===== src/rtl/ps2_dev_tx_pkg.sv =====
// Shared types and frame helpers for the PS/2 device-side transmitter.
package ps2_pkg;

  localparam int PS2_FRAME_BITS = 11;

  typedef enum logic [2:0] {
    ST_IDLE,
    ST_SETUP,
    ST_CLK_HI,
    ST_CLK_LO,
    ST_GAP
  } ps2_tx_state_t;

  function automatic logic ps2_parity(input logic [7:0] data, input logic odd);
    return (^data) ^ odd;
  endfunction

  // Bit 0 goes on the wire first: start, data LSB-first, parity, stop.
  function automatic logic [PS2_FRAME_BITS-1:0] ps2_frame(input logic [7:0] data, input logic odd);
    return {1'b1, ps2_parity(data, odd), data, 1'b0};
  endfunction

endpackage


===== src/rtl/ps2_dev_tx_if.sv =====
// Byte-write, host-inhibit and PS/2 line bundle between a byte source and the transmitter.
interface ps2_dev_tx_if;
  logic       wr_en;
  logic [7:0] wr_data;
  logic       host_inhibit;
  logic       ps2_clk;
  logic       ps2_data;
  logic       full;
  logic       empty;
  logic       busy;
  logic       frame_done;
  logic       overflow;

  modport master (
    output wr_en, wr_data, host_inhibit,
    input  ps2_clk, ps2_data, full, empty, busy, frame_done, overflow
  );

  modport slave (
    input  wr_en, wr_data, host_inhibit,
    output ps2_clk, ps2_data, full, empty, busy, frame_done, overflow
  );
endinterface


===== src/rtl/ps2_dev_tx_fifo.sv =====
// Synchronous byte FIFO with show-ahead head; a push while full is accepted only alongside a pop.
module ps2_byte_fifo #(
  parameter int DEPTH = 8
) (
  input  logic       i_clk,
  input  logic       i_rst_n,
  input  logic       i_wr_en,
  input  logic [7:0] i_wr_data,
  input  logic       i_rd_en,
  output logic [7:0] o_rd_data,
  output logic       o_full,
  output logic       o_empty
);

  localparam int AW = $clog2(DEPTH);

  logic [7:0]  r_mem [DEPTH];
  logic [AW:0] r_wr_ptr;
  logic [AW:0] r_rd_ptr;
  logic        w_push;
  logic        w_pop;

  assign o_empty   = (r_wr_ptr == r_rd_ptr);
  assign o_full    = (r_wr_ptr[AW-1:0] == r_rd_ptr[AW-1:0]) && (r_wr_ptr[AW] != r_rd_ptr[AW]);
  assign w_pop     = i_rd_en && !o_empty;
  assign w_push    = i_wr_en && (!o_full || w_pop);
  assign o_rd_data = r_mem[r_rd_ptr[AW-1:0]];

  always_ff @(posedge i_clk or negedge i_rst_n) begin
    if (!i_rst_n) begin
      r_wr_ptr <= '0;
      r_rd_ptr <= '0;
    end else begin
      if (w_push) r_wr_ptr <= r_wr_ptr + (AW+1)'(1);
      if (w_pop)  r_rd_ptr <= r_rd_ptr + (AW+1)'(1);
    end
  end

  always_ff @(posedge i_clk) begin
    if (w_push) r_mem[r_wr_ptr[AW-1:0]] <= i_wr_data;
  end

endmodule


===== src/rtl/ps2_dev_tx.sv =====
// PS/2 device transmitter: FIFO-buffered bytes serialised as 11-bit frames on self-driven clock/data lines.
//  state  | meaning
//  IDLE   | lines high, waiting for a byte and no inhibit
//  SETUP  | put the current frame bit on ps2_data
//  CLK_HI | hold ps2_clk high CLK_DIV cycles
//  CLK_LO | hold ps2_clk low CLK_DIV cycles (host samples on the fall)
//  GAP    | lines high GAP_CYC cycles after a frame or an abort
module ps2_dev_tx
  import ps2_pkg::*;
#(
  parameter int CLK_DIV    = 4,
  parameter int FIFO_DEPTH = 8,
  parameter int ODD_PARITY = 1,
  parameter int GAP_CYC    = 16
) (
  input  logic        i_kbd_clk,
  input  logic        i_rst_n,
  ps2_dev_tx_if.slave bus
);

  localparam int DIV_W = $clog2(CLK_DIV);
  localparam int GAP_W = $clog2(GAP_CYC + 1);
  localparam logic [DIV_W-1:0] DIV_LOAD = DIV_W'(CLK_DIV - 1);
  localparam logic [GAP_W-1:0] GAP_LOAD = GAP_W'(GAP_CYC - 1);
  localparam logic ODD_BIT = (ODD_PARITY != 0);

  ps2_tx_state_t    r_state;
  logic [DIV_W-1:0] r_div_cnt;
  logic [GAP_W-1:0] r_gap_cnt;
  logic [3:0]       r_bit_idx;
  logic [7:0]       r_tx_byte;
  logic             r_retry_vld;
  logic             r_ps2_clk;
  logic             r_ps2_data;
  logic             r_frame_done;
  logic             r_overflow;

  ps2_tx_state_t    w_state_nxt;
  logic [DIV_W-1:0] w_div_nxt;
  logic [GAP_W-1:0] w_gap_nxt;
  logic [3:0]       w_bit_nxt;
  logic [7:0]       w_byte_nxt;
  logic             w_retry_nxt;
  logic             w_clk_nxt;
  logic             w_data_nxt;
  logic             w_done_nxt;
  logic             w_pop;
  logic             w_abort;
  logic             w_has_byte;
  logic [7:0]       w_fifo_head;
  logic             w_fifo_full;
  logic             w_fifo_empty;
  logic [PS2_FRAME_BITS-1:0] w_frame;

  ps2_byte_fifo #(.DEPTH(FIFO_DEPTH)) u_fifo (
    .i_clk     (i_kbd_clk),
    .i_rst_n   (i_rst_n),
    .i_wr_en   (bus.wr_en),
    .i_wr_data (bus.wr_data),
    .i_rd_en   (w_pop),
    .o_rd_data (w_fifo_head),
    .o_full    (w_fifo_full),
    .o_empty   (w_fifo_empty)
  );

  // An aborted byte stays in r_tx_byte and acts as the FIFO head until resent.
  assign w_has_byte = r_retry_vld || !w_fifo_empty;
  assign w_frame    = ps2_frame(r_tx_byte, ODD_BIT);
  assign w_abort    = bus.host_inhibit && (r_bit_idx <= 4'd9) &&
                      ((r_state == ST_SETUP) || (r_state == ST_CLK_HI) || (r_state == ST_CLK_LO));

  always_comb begin
    w_state_nxt = r_state;
    w_div_nxt   = r_div_cnt;
    w_gap_nxt   = r_gap_cnt;
    w_bit_nxt   = r_bit_idx;
    w_byte_nxt  = r_tx_byte;
    w_retry_nxt = r_retry_vld;
    w_clk_nxt   = r_ps2_clk;
    w_data_nxt  = r_ps2_data;
    w_done_nxt  = 1'b0;
    w_pop       = 1'b0;
    if (w_abort) begin
      w_state_nxt = ST_GAP;
      w_clk_nxt   = 1'b1;
      w_data_nxt  = 1'b1;
      w_retry_nxt = 1'b1;
      w_gap_nxt   = GAP_LOAD;
    end else begin
      unique case (r_state)
        ST_IDLE: begin
          w_clk_nxt  = 1'b1;
          w_data_nxt = 1'b1;
          if (w_has_byte && !bus.host_inhibit) begin
            if (!r_retry_vld) begin
              w_byte_nxt = w_fifo_head;
              w_pop      = 1'b1;
            end
            w_retry_nxt = 1'b0;
            w_bit_nxt   = 4'd0;
            w_state_nxt = ST_SETUP;
          end
        end
        ST_SETUP: begin
          w_data_nxt  = w_frame[r_bit_idx];
          w_div_nxt   = DIV_LOAD;
          w_state_nxt = ST_CLK_HI;
        end
        ST_CLK_HI: begin
          if (r_div_cnt == '0) begin
            w_clk_nxt   = 1'b0;
            w_div_nxt   = DIV_LOAD;
            w_state_nxt = ST_CLK_LO;
          end else begin
            w_div_nxt = r_div_cnt - DIV_W'(1);
          end
        end
        ST_CLK_LO: begin
          if (r_div_cnt == '0) begin
            w_clk_nxt = 1'b1;
            if (r_bit_idx == 4'd10) begin
              w_done_nxt  = 1'b1;
              w_data_nxt  = 1'b1;
              w_gap_nxt   = GAP_LOAD;
              w_state_nxt = ST_GAP;
            end else begin
              w_bit_nxt   = r_bit_idx + 4'd1;
              w_state_nxt = ST_SETUP;
            end
          end else begin
            w_div_nxt = r_div_cnt - DIV_W'(1);
          end
        end
        ST_GAP: begin
          if (r_gap_cnt == '0) w_state_nxt = ST_IDLE;
          else                 w_gap_nxt   = r_gap_cnt - GAP_W'(1);
        end
        default: w_state_nxt = ST_IDLE;
      endcase
    end
  end

  always_ff @(posedge i_kbd_clk or negedge i_rst_n) begin
    if (!i_rst_n) begin
      r_state      <= ST_IDLE;
      r_div_cnt    <= '0;
      r_gap_cnt    <= '0;
      r_bit_idx    <= '0;
      r_tx_byte    <= '0;
      r_retry_vld  <= 1'b0;
      r_ps2_clk    <= 1'b1;
      r_ps2_data   <= 1'b1;
      r_frame_done <= 1'b0;
      r_overflow   <= 1'b0;
    end else begin
      r_state      <= w_state_nxt;
      r_div_cnt    <= w_div_nxt;
      r_gap_cnt    <= w_gap_nxt;
      r_bit_idx    <= w_bit_nxt;
      r_tx_byte    <= w_byte_nxt;
      r_retry_vld  <= w_retry_nxt;
      r_ps2_clk    <= w_clk_nxt;
      r_ps2_data   <= w_data_nxt;
      r_frame_done <= w_done_nxt;
      r_overflow   <= bus.wr_en && w_fifo_full && !w_pop;
    end
  end

  assign bus.ps2_clk    = r_ps2_clk;
  assign bus.ps2_data   = r_ps2_data;
  assign bus.full       = w_fifo_full;
  assign bus.empty      = w_fifo_empty && !r_retry_vld;
  assign bus.busy       = (r_state != ST_IDLE);
  assign bus.frame_done = r_frame_done;
  assign bus.overflow   = r_overflow;

endmodule

===== src/flat_wrapper.sv =====
// flat-port wrapper written by rule: the top's interface ports become plain ports
module ps2_dev_tx_flat import ps2_pkg::*;
#(
  parameter int CLK_DIV    = 4,
  parameter int FIFO_DEPTH = 8,
  parameter int ODD_PARITY = 1,
  parameter int GAP_CYC    = 16
)
  (i_kbd_clk, i_rst_n, bus_wr_en, bus_wr_data, bus_host_inhibit, bus_ps2_clk, bus_ps2_data, bus_full, bus_empty, bus_busy, bus_frame_done, bus_overflow);
  ps2_dev_tx_if bus_i ();
  input  logic i_kbd_clk;
  input  logic i_rst_n;
  input wire logic [$bits(bus_i.wr_en)-1:0] bus_wr_en;
  input wire logic [$bits(bus_i.wr_data)-1:0] bus_wr_data;
  input wire logic [$bits(bus_i.host_inhibit)-1:0] bus_host_inhibit;
  output wire logic [$bits(bus_i.ps2_clk)-1:0] bus_ps2_clk;
  output wire logic [$bits(bus_i.ps2_data)-1:0] bus_ps2_data;
  output wire logic [$bits(bus_i.full)-1:0] bus_full;
  output wire logic [$bits(bus_i.empty)-1:0] bus_empty;
  output wire logic [$bits(bus_i.busy)-1:0] bus_busy;
  output wire logic [$bits(bus_i.frame_done)-1:0] bus_frame_done;
  output wire logic [$bits(bus_i.overflow)-1:0] bus_overflow;
  assign bus_i.wr_en = bus_wr_en;
  assign bus_i.wr_data = bus_wr_data;
  assign bus_i.host_inhibit = bus_host_inhibit;
  assign bus_ps2_clk = bus_i.ps2_clk;
  assign bus_ps2_data = bus_i.ps2_data;
  assign bus_full = bus_i.full;
  assign bus_empty = bus_i.empty;
  assign bus_busy = bus_i.busy;
  assign bus_frame_done = bus_i.frame_done;
  assign bus_overflow = bus_i.overflow;
  ps2_dev_tx #(.CLK_DIV(CLK_DIV), .FIFO_DEPTH(FIFO_DEPTH), .ODD_PARITY(ODD_PARITY), .GAP_CYC(GAP_CYC)) u_core (.i_kbd_clk(i_kbd_clk), .i_rst_n(i_rst_n), .bus(bus_i));
endmodule

===== config.mk =====
export PLATFORM = sky130hd
export DESIGN_NAME = ps2_dev_tx_flat
export DESIGN_NICKNAME = d
export VERILOG_FILES = /design/src/rtl/ps2_dev_tx_pkg.sv /design/src/rtl/ps2_dev_tx_if.sv /design/src/rtl/ps2_dev_tx_fifo.sv /design/src/rtl/ps2_dev_tx.sv /design/src/flat_wrapper.sv
export SDC_FILE = /design/constraint.sdc
export NUM_CORES = 1
export LEC_CHECK = 0
export CORE_MARGIN = 2
export CORE_UTILIZATION = 50
export CTS_CLUSTER_SIZE = 10
export DETAILED_ROUTE_END_ITERATION = 10
export PLACE_DENSITY = 0.7
export SLEW_MARGIN = 20
export SYNTH_ARGS = -nofsm -noshare
export SYNTH_HDL_FRONTEND = slang
export SYNTH_SLANG_ARGS = --single-unit

===== constraint.sdc =====
create_clock -name i_kbd_clk -period 3.3 [get_ports i_kbd_clk]
set_input_delay 0.66 -clock i_kbd_clk [delete_from_list [all_inputs] [get_ports i_kbd_clk]]
set_output_delay 0.66 -clock i_kbd_clk [all_outputs]
set_load 0.01 [all_outputs]

Yosys cells after proc, flatten, opt, wreduce, memory -nomap -nowiden:

Memory sizes are Yosys's and may differ from the RTL's. A register that Yosys moved wholly into a read port is not among the register bits.
Index checks and enable logic that the tools add are counted.
W data, S select, Z words.

* add/subtract/negate cells: 5
* magnitude comparators: 2
* eq/ne operators: 18
* mux-type cells: 42
* bitwise gates (word level): 3
* reductions and logical operators: 39

Operators with widths (number)
* $mux W1: 20
* $mux W5: 4
* $mux W3: 6
* $pmux W3 S5: 1
* $add A4 B1 Y4 const B: 3
* $mux W4: 3
* $ne A3 B2 Y1 const B: 4
* $reduce_and A4 Y1: 3
* $pmux W5 S2: 1
* $logic_and A1 B1 Y1: 9
* $reduce_and A3 Y1: 3
* $reduce_bool A3 Y1: 3
* $pmux W4 S2: 1
* $reduce_bool A4 Y1: 2
* $reduce_xor A8 Y1: 1
* $eq A3 B2 Y1 const B: 2
* $logic_not A1 Y1: 6
* $ne A2 B2 Y1 const B: 3
* $ne A3 B1 Y1 const B: 2
* $pmux W1 S3: 2
* $pmux W2 S3: 1
* $reduce_bool A2 Y1: 3
* $logic_not A5 Y1: 1
* $lt A4 B5 Y1 const B: 1
* 18 further kinds: 24

* register bits after elaboration: 27
* memory bits (writable): 64
* output and inout port bits: 7
* memories: 1

Memories
* u_core.u_fifo.r_mem: words 8, width 8, read ports 1, clocked after memory_dff 1, write ports 1, line ps2_dev_tx_fifo.sv:17 `logic [7:0] r_mem [DEPTH];`

Longest topological paths before layout:

* word-level depth: 12
* mapped depth: 10

Cells and area by module:

Synthesis repeated with hierarchy kept, for this count alone.

* cell total of the unflattened synthesis: 304
* area total of the unflattened synthesis: 4555.6 µm²

Modules (own cells, without submodules)
* ps2_byte_fifo: instances 1, cells each 151, area each 2987.9 µm², sequential area each 2122.0 µm²
* ps2_dev_tx: instances 1, cells each 153, area each 1567.8 µm², sequential area each 678.2 µm²

Worst setup path after synthesis:

Ideal clock, no wire load.

* path kind: reg2reg
* from: register u_core.r_state[0]
* to: memory u_core.u_fifo.r_mem[0][0], enable pin
* setup time: 383 ps
* arrival time: 2038 ps
* required time: 2917 ps
* slack: 879 ps
* cell stages (with the launch flop): 9
* path through: dfrtp_1 buf_6 or2_4 nor2_4 inv_2 nor3_4 o21ai_2 or2_1 nor3_1

* longest elaborated chain between the ends: 10
* elaborated cells between the ends (all ways): 14
* those cells by class: eq/ne: 3; mux: 4; reduce/logical: 7

RTL lines
* start: declaration: line ps2_dev_tx.sv:27 `ps2_tx_state_t r_state;`
* start signal: assignment: line ps2_dev_tx.sv:156 `r_state <= w_state_nxt;`
* $eq A3 B1 Y1 / $eq A3 B2 Y1 (equally long branches): line ps2_dev_tx.sv:70 `((r_state == ST_SETUP) || (r_state == ST_CLK_HI) || (r_state == ST_CLK_LO));`
* $logic_or A1 B1 Y1 (2 in a row): line ps2_dev_tx.sv:70
* $logic_and A1 B1 Y1: line ps2_dev_tx.sv:69 `assign w_abort = bus.host_inhibit && (r_bit_idx <= 4'd9) &&`
* $mux W1 *: line ps2_dev_tx.sv:83 `if (w_abort) begin`
* $logic_and A1 B1 Y1 *: line ps2_dev_tx_fifo.sv:25 `assign w_pop = i_rd_en && !o_empty;`
* $logic_or A1 B1 Y1 *: line ps2_dev_tx_fifo.sv:26 `assign w_push = i_wr_en && (!o_full || w_pop);`
* $logic_and A1 B1 Y1 *: line ps2_dev_tx_fifo.sv:26
* $mux W1 *: line ps2_dev_tx_fifo.sv:40 `if (w_push) r_mem[r_wr_ptr[AW-1:0]] <= i_wr_data;`
* $mux W1 (implied by the code) *: line ps2_dev_tx_fifo.sv:40
* end: declaration: line ps2_dev_tx_fifo.sv:17

Mark *: on every way between the ends. The rest lies on a longest branch, timed or not.

Worst setup path after layout:

* from: register u_core.u_fifo.r_wr_ptr[1]
* to: output port bus_full

* longest elaborated chain between the ends: 2

RTL lines
* start: declaration: line ps2_dev_tx_fifo.sv:18 `logic [AW:0] r_wr_ptr;`
* start signal: assignment: line ps2_dev_tx_fifo.sv:34 `if (w_push) r_wr_ptr <= r_wr_ptr + (AW+1)'(1);`
* $eq A3 B3 Y1: line ps2_dev_tx_fifo.sv:24 `assign o_full = (r_wr_ptr[AW-1:0] == r_rd_ptr[AW-1:0]) && (r_wr_ptr[AW] != r_rd_ptr[AW]);`
* $logic_and A1 B1 Y1: line ps2_dev_tx_fifo.sv:24
* end: declaration: line flat_wrapper.sv:18 `output wire logic [$bits(bus_i.full)-1:0] bus_full;`

No other way between the ends.

==> impl_summary.txt <==
----------------------------------------------------
[Placed design]
  Detailed Place HPWL ... between 5000 and 6000 microns
  Placed cell areas ... 0.00474 sq mm
  Setup Slack @ Placement ... between 0.5 and 0.6 ns
  Total of buffers placed on input and output ports ... 18
  Final GP Congestion ... slightly above 0.8
  DP Cell Count ... between 400 and 500

[Clock network]
  H-Tree Level Count ... 3
  Post-CTS setup-driven buffer insertion count ... 0
  Number of buffers added to fix hold violations after cts ... 0
  CTS tree ... yes
  Post-CTS sizing ... 0
  Number of buffers on the longest clock path ... 2
  Clock root cell ... sky130_fd_sc_hd__clkbuf_8
  Clock transition at path regs ... 0.11 ns
  Clock Sink Count ... 99
  Insertion delay to the later sink of the worst-skew pair ... roughly 0.37 ns
  Number of buffers added by the clock tree synthesis step ... 9

[Status]
  Outcome ... finished, final reports clean

[Timing]
  Setup-violating endpoint count in the final report ... 0
  Unrepaired setup endpoints after global routing ... false
  Final worst path period share ... about 80%
  Minimum clock period after layout ... between 2 and 3 ns
  Fmax ... between 300 and 400 MHz
  Hold Violations, Final ... 0
  Setup TNS after final layout ... 0 ns
  Post-route setup slack ... between 0.6 and 0.7 ns
  Slew Viols, Final ... 0
  Worst max-slew margin expressed relative to the limit ... between 40% and 50%
  Clock tree skew after final layout ... between 0.01 and 0.015 ns
  Tightest Pin Transition ... just under 0.8 ns

[Drt]
  Max Used Layer ... met4
  Iteration-0 DRC Markers ... 124
  Routed WL ... 7940 microns
  Pre-Repair DR Iteration Count ... 4
  DRC Markers ... 0
  DR WL/cell ... 18.0 microns
  Post-route ant nets ... 0
  Routed length on met2 ... ~4100 microns
  Via count ... 2489
  Via density ... around 5.6
  Routed length on met3 ... ~250 microns
  Met1 layer wirelength in the final routing ... between 3000 and 4000 microns

[Final layout]
  Area used by multi-input combinational logic ... about 0.0015 sq mm
  Final standard cell count with taps included and fillers excluded ... roughly 440
  Commonest non-fill, non-tap cells in the layout ... sky130_fd_sc_hd__edfxtp_1, sky130_fd_sc_hd__dfrtp_1, sky130_fd_sc_hd__nor2_1
  Layout overhead on the synthesized area ... 10.6%
  Design area ... 0.00494 sq mm
  Net count of the finished layout ... 349
  Most common cell after layout, fill and taps aside ... sky130_fd_sc_hd__edfxtp_1
  Total of fill cells in the finished design ... between 600 and 700
  Number of diodes ... 0
  Share of post-route cells with drive strength above 1 ... 19.8%
  Total area of sequential cells ... between 0.002 and 0.003 sq mm

[Global routing]
  Pin count of the biggest net entering global routing ... 36
  GRT Total Usage ... ~18%
  Initial antenna violation count ... 0
  Wire length of the first global-routing pass ... ~13000 microns
  Number of global-route vias before repair ... about 2500
  Total congestion overflow after global routing ... 0

[Synth]
  FF+latch count, synth ... 99
  Synth unique cells ... 63
  Number of flops mapped to enable cells by yosys ... 64
  Total standard cell area after synthesis ... 0.00446 sq mm
  Async S/R FF share, synth ... 35.4%
  Synth Flop Type ... sky130_fd_sc_hd__edfxtp_1
  Net Count, Synth ... 322
  Post-Syn Instances ... about 300
  Fraction of the yosys area taken by sequential cells ... 62.7%
  Post-synthesis area per instance ... between 10 and 15 sq um
  Yosys synthesis warning count ... 0

[Run]
  # Max-Cap Violations ... 0

[Die]
  Die boundary height ... between 90 and 100 microns
  Initial cell density of the core ... 51.4%
  Horizontal extent of the die ... around 100 microns
  Placement row count ... 34
  Area of the core ... between 0.008 and 0.009 sq mm
  I/O pin count ... 19
  Area of the die ... around 0.0097 sq mm

[Worst setup path]
  Worst EP required ... roughly 2.6 ns
  Largest fanout of any net on the critical path ... 8
  Signal arrival time at the worst endpoint ... 1.98 ns
  CP startpoint kind ... flop
  WS Path Type ... flop to output pin
  Worst setup EP type ... output pin

[Pwr]
  Worst-case vdd ir drop ... 0.000372 V
  Power density over cell area ... between 800 and 900 mW/mm^2
  LEAKAGE ... ~1.8 nW

[Min path]
  Type of the tightest min-delay check ... primary input to asynchronous set/reset pin

----------------------------------------------------
Yosys cell counts (2+ instances only):
cell / instances / area share, %
sky130_fd_sc_hd__buf_12: 2 / 0.90
sky130_fd_sc_hd__a211oi_1: 2 / 0.34
sky130_fd_sc_hd__ha_1: 9 / 2.5
sky130_fd_sc_hd__dfrtp_1: 33 / 19
sky130_fd_sc_hd__nand4b_1: 2 / 0.39
sky130_fd_sc_hd__nor2_1: 22 / 1.9
sky130_fd_sc_hd__mux4_2: 17 / 8.6
sky130_fd_sc_hd__nand3_1: 5 / 0.56
sky130_fd_sc_hd__nand4_1: 2 / 0.28
sky130_fd_sc_hd__a31oi_1: 2 / 0.28
sky130_fd_sc_hd__clkbuf_1: 2 / 0.17
sky130_fd_sc_hd__edfxtp_1: 64 / 43
sky130_fd_sc_hd__buf_2: 4 / 0.45
sky130_fd_sc_hd__nand2b_1: 3 / 0.42
sky130_fd_sc_hd__nor2b_1: 4 / 0.56
sky130_fd_sc_hd__inv_1: 14 / 1.2
sky130_fd_sc_hd__a21oi_1: 15 / 1.7
sky130_fd_sc_hd__o21ai_0: 4 / 0.45
sky130_fd_sc_hd__dfstp_2: 2 / 1.2
sky130_fd_sc_hd__o211ai_1: 3 / 0.50
sky130_fd_sc_hd__a21oi_2: 2 / 0.39
sky130_fd_sc_hd__mux2i_1: 8 / 1.8
sky130_fd_sc_hd__buf_6: 2 / 0.50
sky130_fd_sc_hd__xnor2_1: 11 / 2.2
sky130_fd_sc_hd__nor3_1: 5 / 0.56
sky130_fd_sc_hd__or3_1: 2 / 0.28
sky130_fd_sc_hd__xor2_1: 5 / 0.98
sky130_fd_sc_hd__o41ai_1: 2 / 0.39
sky130_fd_sc_hd__a41oi_1: 2 / 0.39
sky130_fd_sc_hd__and3_1: 2 / 0.28
sky130_fd_sc_hd__nor2_2: 3 / 0.42
sky130_fd_sc_hd__buf_4: 3 / 0.50
sky130_fd_sc_hd__mux2_2: 4 / 1.0
sky130_fd_sc_hd__nand2_1: 10 / 0.84
path summary, 6_finish.rpt:
kind / startpoint / to / slack, ns / cells after the start
max in group asynchronous: i_rst_n / u_core.r_retry_vld$_DFFE_PN0P_ / 2.45 / 1
min in group i_kbd_clk: u_core.r_gap_cnt[0]$_DFFE_PN0P_ / u_core.r_gap_cnt[0]$_DFFE_PN0P_ / 0.50 / 1
worst max register to register: u_core.r_state[1]$_DFFE_PN0P_ / u_core.u_fifo.r_mem[4][0]$_DFFE_PP_ / 0.88 / 8
worst max-delay path: u_core.u_fifo.r_wr_ptr[1]$_DFFE_PN0P_ / bus_full / 0.66 / 4
worst min-delay path: i_rst_n / u_core.r_state[1]$_DFFE_PN0P_ / 0.35 / 1
worst min register to register: u_core.r_gap_cnt[0]$_DFFE_PN0P_ / u_core.r_gap_cnt[0]$_DFFE_PN0P_ / 0.50 / 1
report_power, final:
group          switching (mW)  leakage, nW  internal, mW  total, mW
registers               0.203        0.993          1.61       1.81
logic                   0.749        0.703         0.709       1.46
clock network           0.460       0.0955         0.295      0.755
total                    1.41         1.79          2.61       4.03
kinds of logic after synthesis:
group / synth area share, %
muxes: 11.4
adders and majority gates: 2.52
AOI/OAI and AO/OA: 6.98
buffers and inverters: 3.78
xor gates and xnor gates: 3.50
DFF: 62.7
and+or+nand+nor: 9.08
metrics by stage:
step                hold WS (ns)  util (%)  power, mW
finish                     0.353      56.9       4.03
floorplan                  0.364         -       2.98
global placement           0.479      54.7       3.28
CTS                        0.378      56.9       4.07
global route               0.408      56.9       4.27
detailed placement         0.486      54.7       3.32
cell type report:
| class | instances | area share [%] |
|---|---|---|
| flip-flops and latches | 99 | 56.7 |
| multi-input cells | 174 | 30.3 |
| repair buffers | 29 | 5.22 |
| well taps | 108 | 2.74 |
| clock buffers | 9 | 2.51 |
| clock inverters | 7 | 1.42 |
| inverters | 15 | 1.14 |
registers in the layout, indices dropped and copies added (netlist names), 2 cells and up:
| register | flops |
|---|---|
| u_core.r_div_cnt | 2 |
| u_core.u_fifo.r_mem | 64 |
| u_core.u_fifo.r_wr_ptr | 4 |
| u_core.r_state | 3 |
| u_core.r_tx_byte | 8 |
| u_core.r_gap_cnt | 5 |
| u_core.u_fifo.r_rd_ptr | 4 |
| u_core.r_bit_idx | 4 |
metal layers:
metal  GRT usage, %  vias to the layer above
li1               -                     1185
met1           22.3                     1253
met2           30.1                       43
met3           2.84                        8
met4           7.59                        0
met5              0                        -
critical path: stages (launching register included):
cell and delay, ns:
sky130_fd_sc_hd__dfrtp_1 0.48, sky130_fd_sc_hd__xnor2_1 0.23, sky130_fd_sc_hd__nand4_1 0.22, sky130_fd_sc_hd__inv_1 0.13
sky130_fd_sc_hd__clkdlybuf4s50_1 0.54
Power figures use the tool's default switching activity.
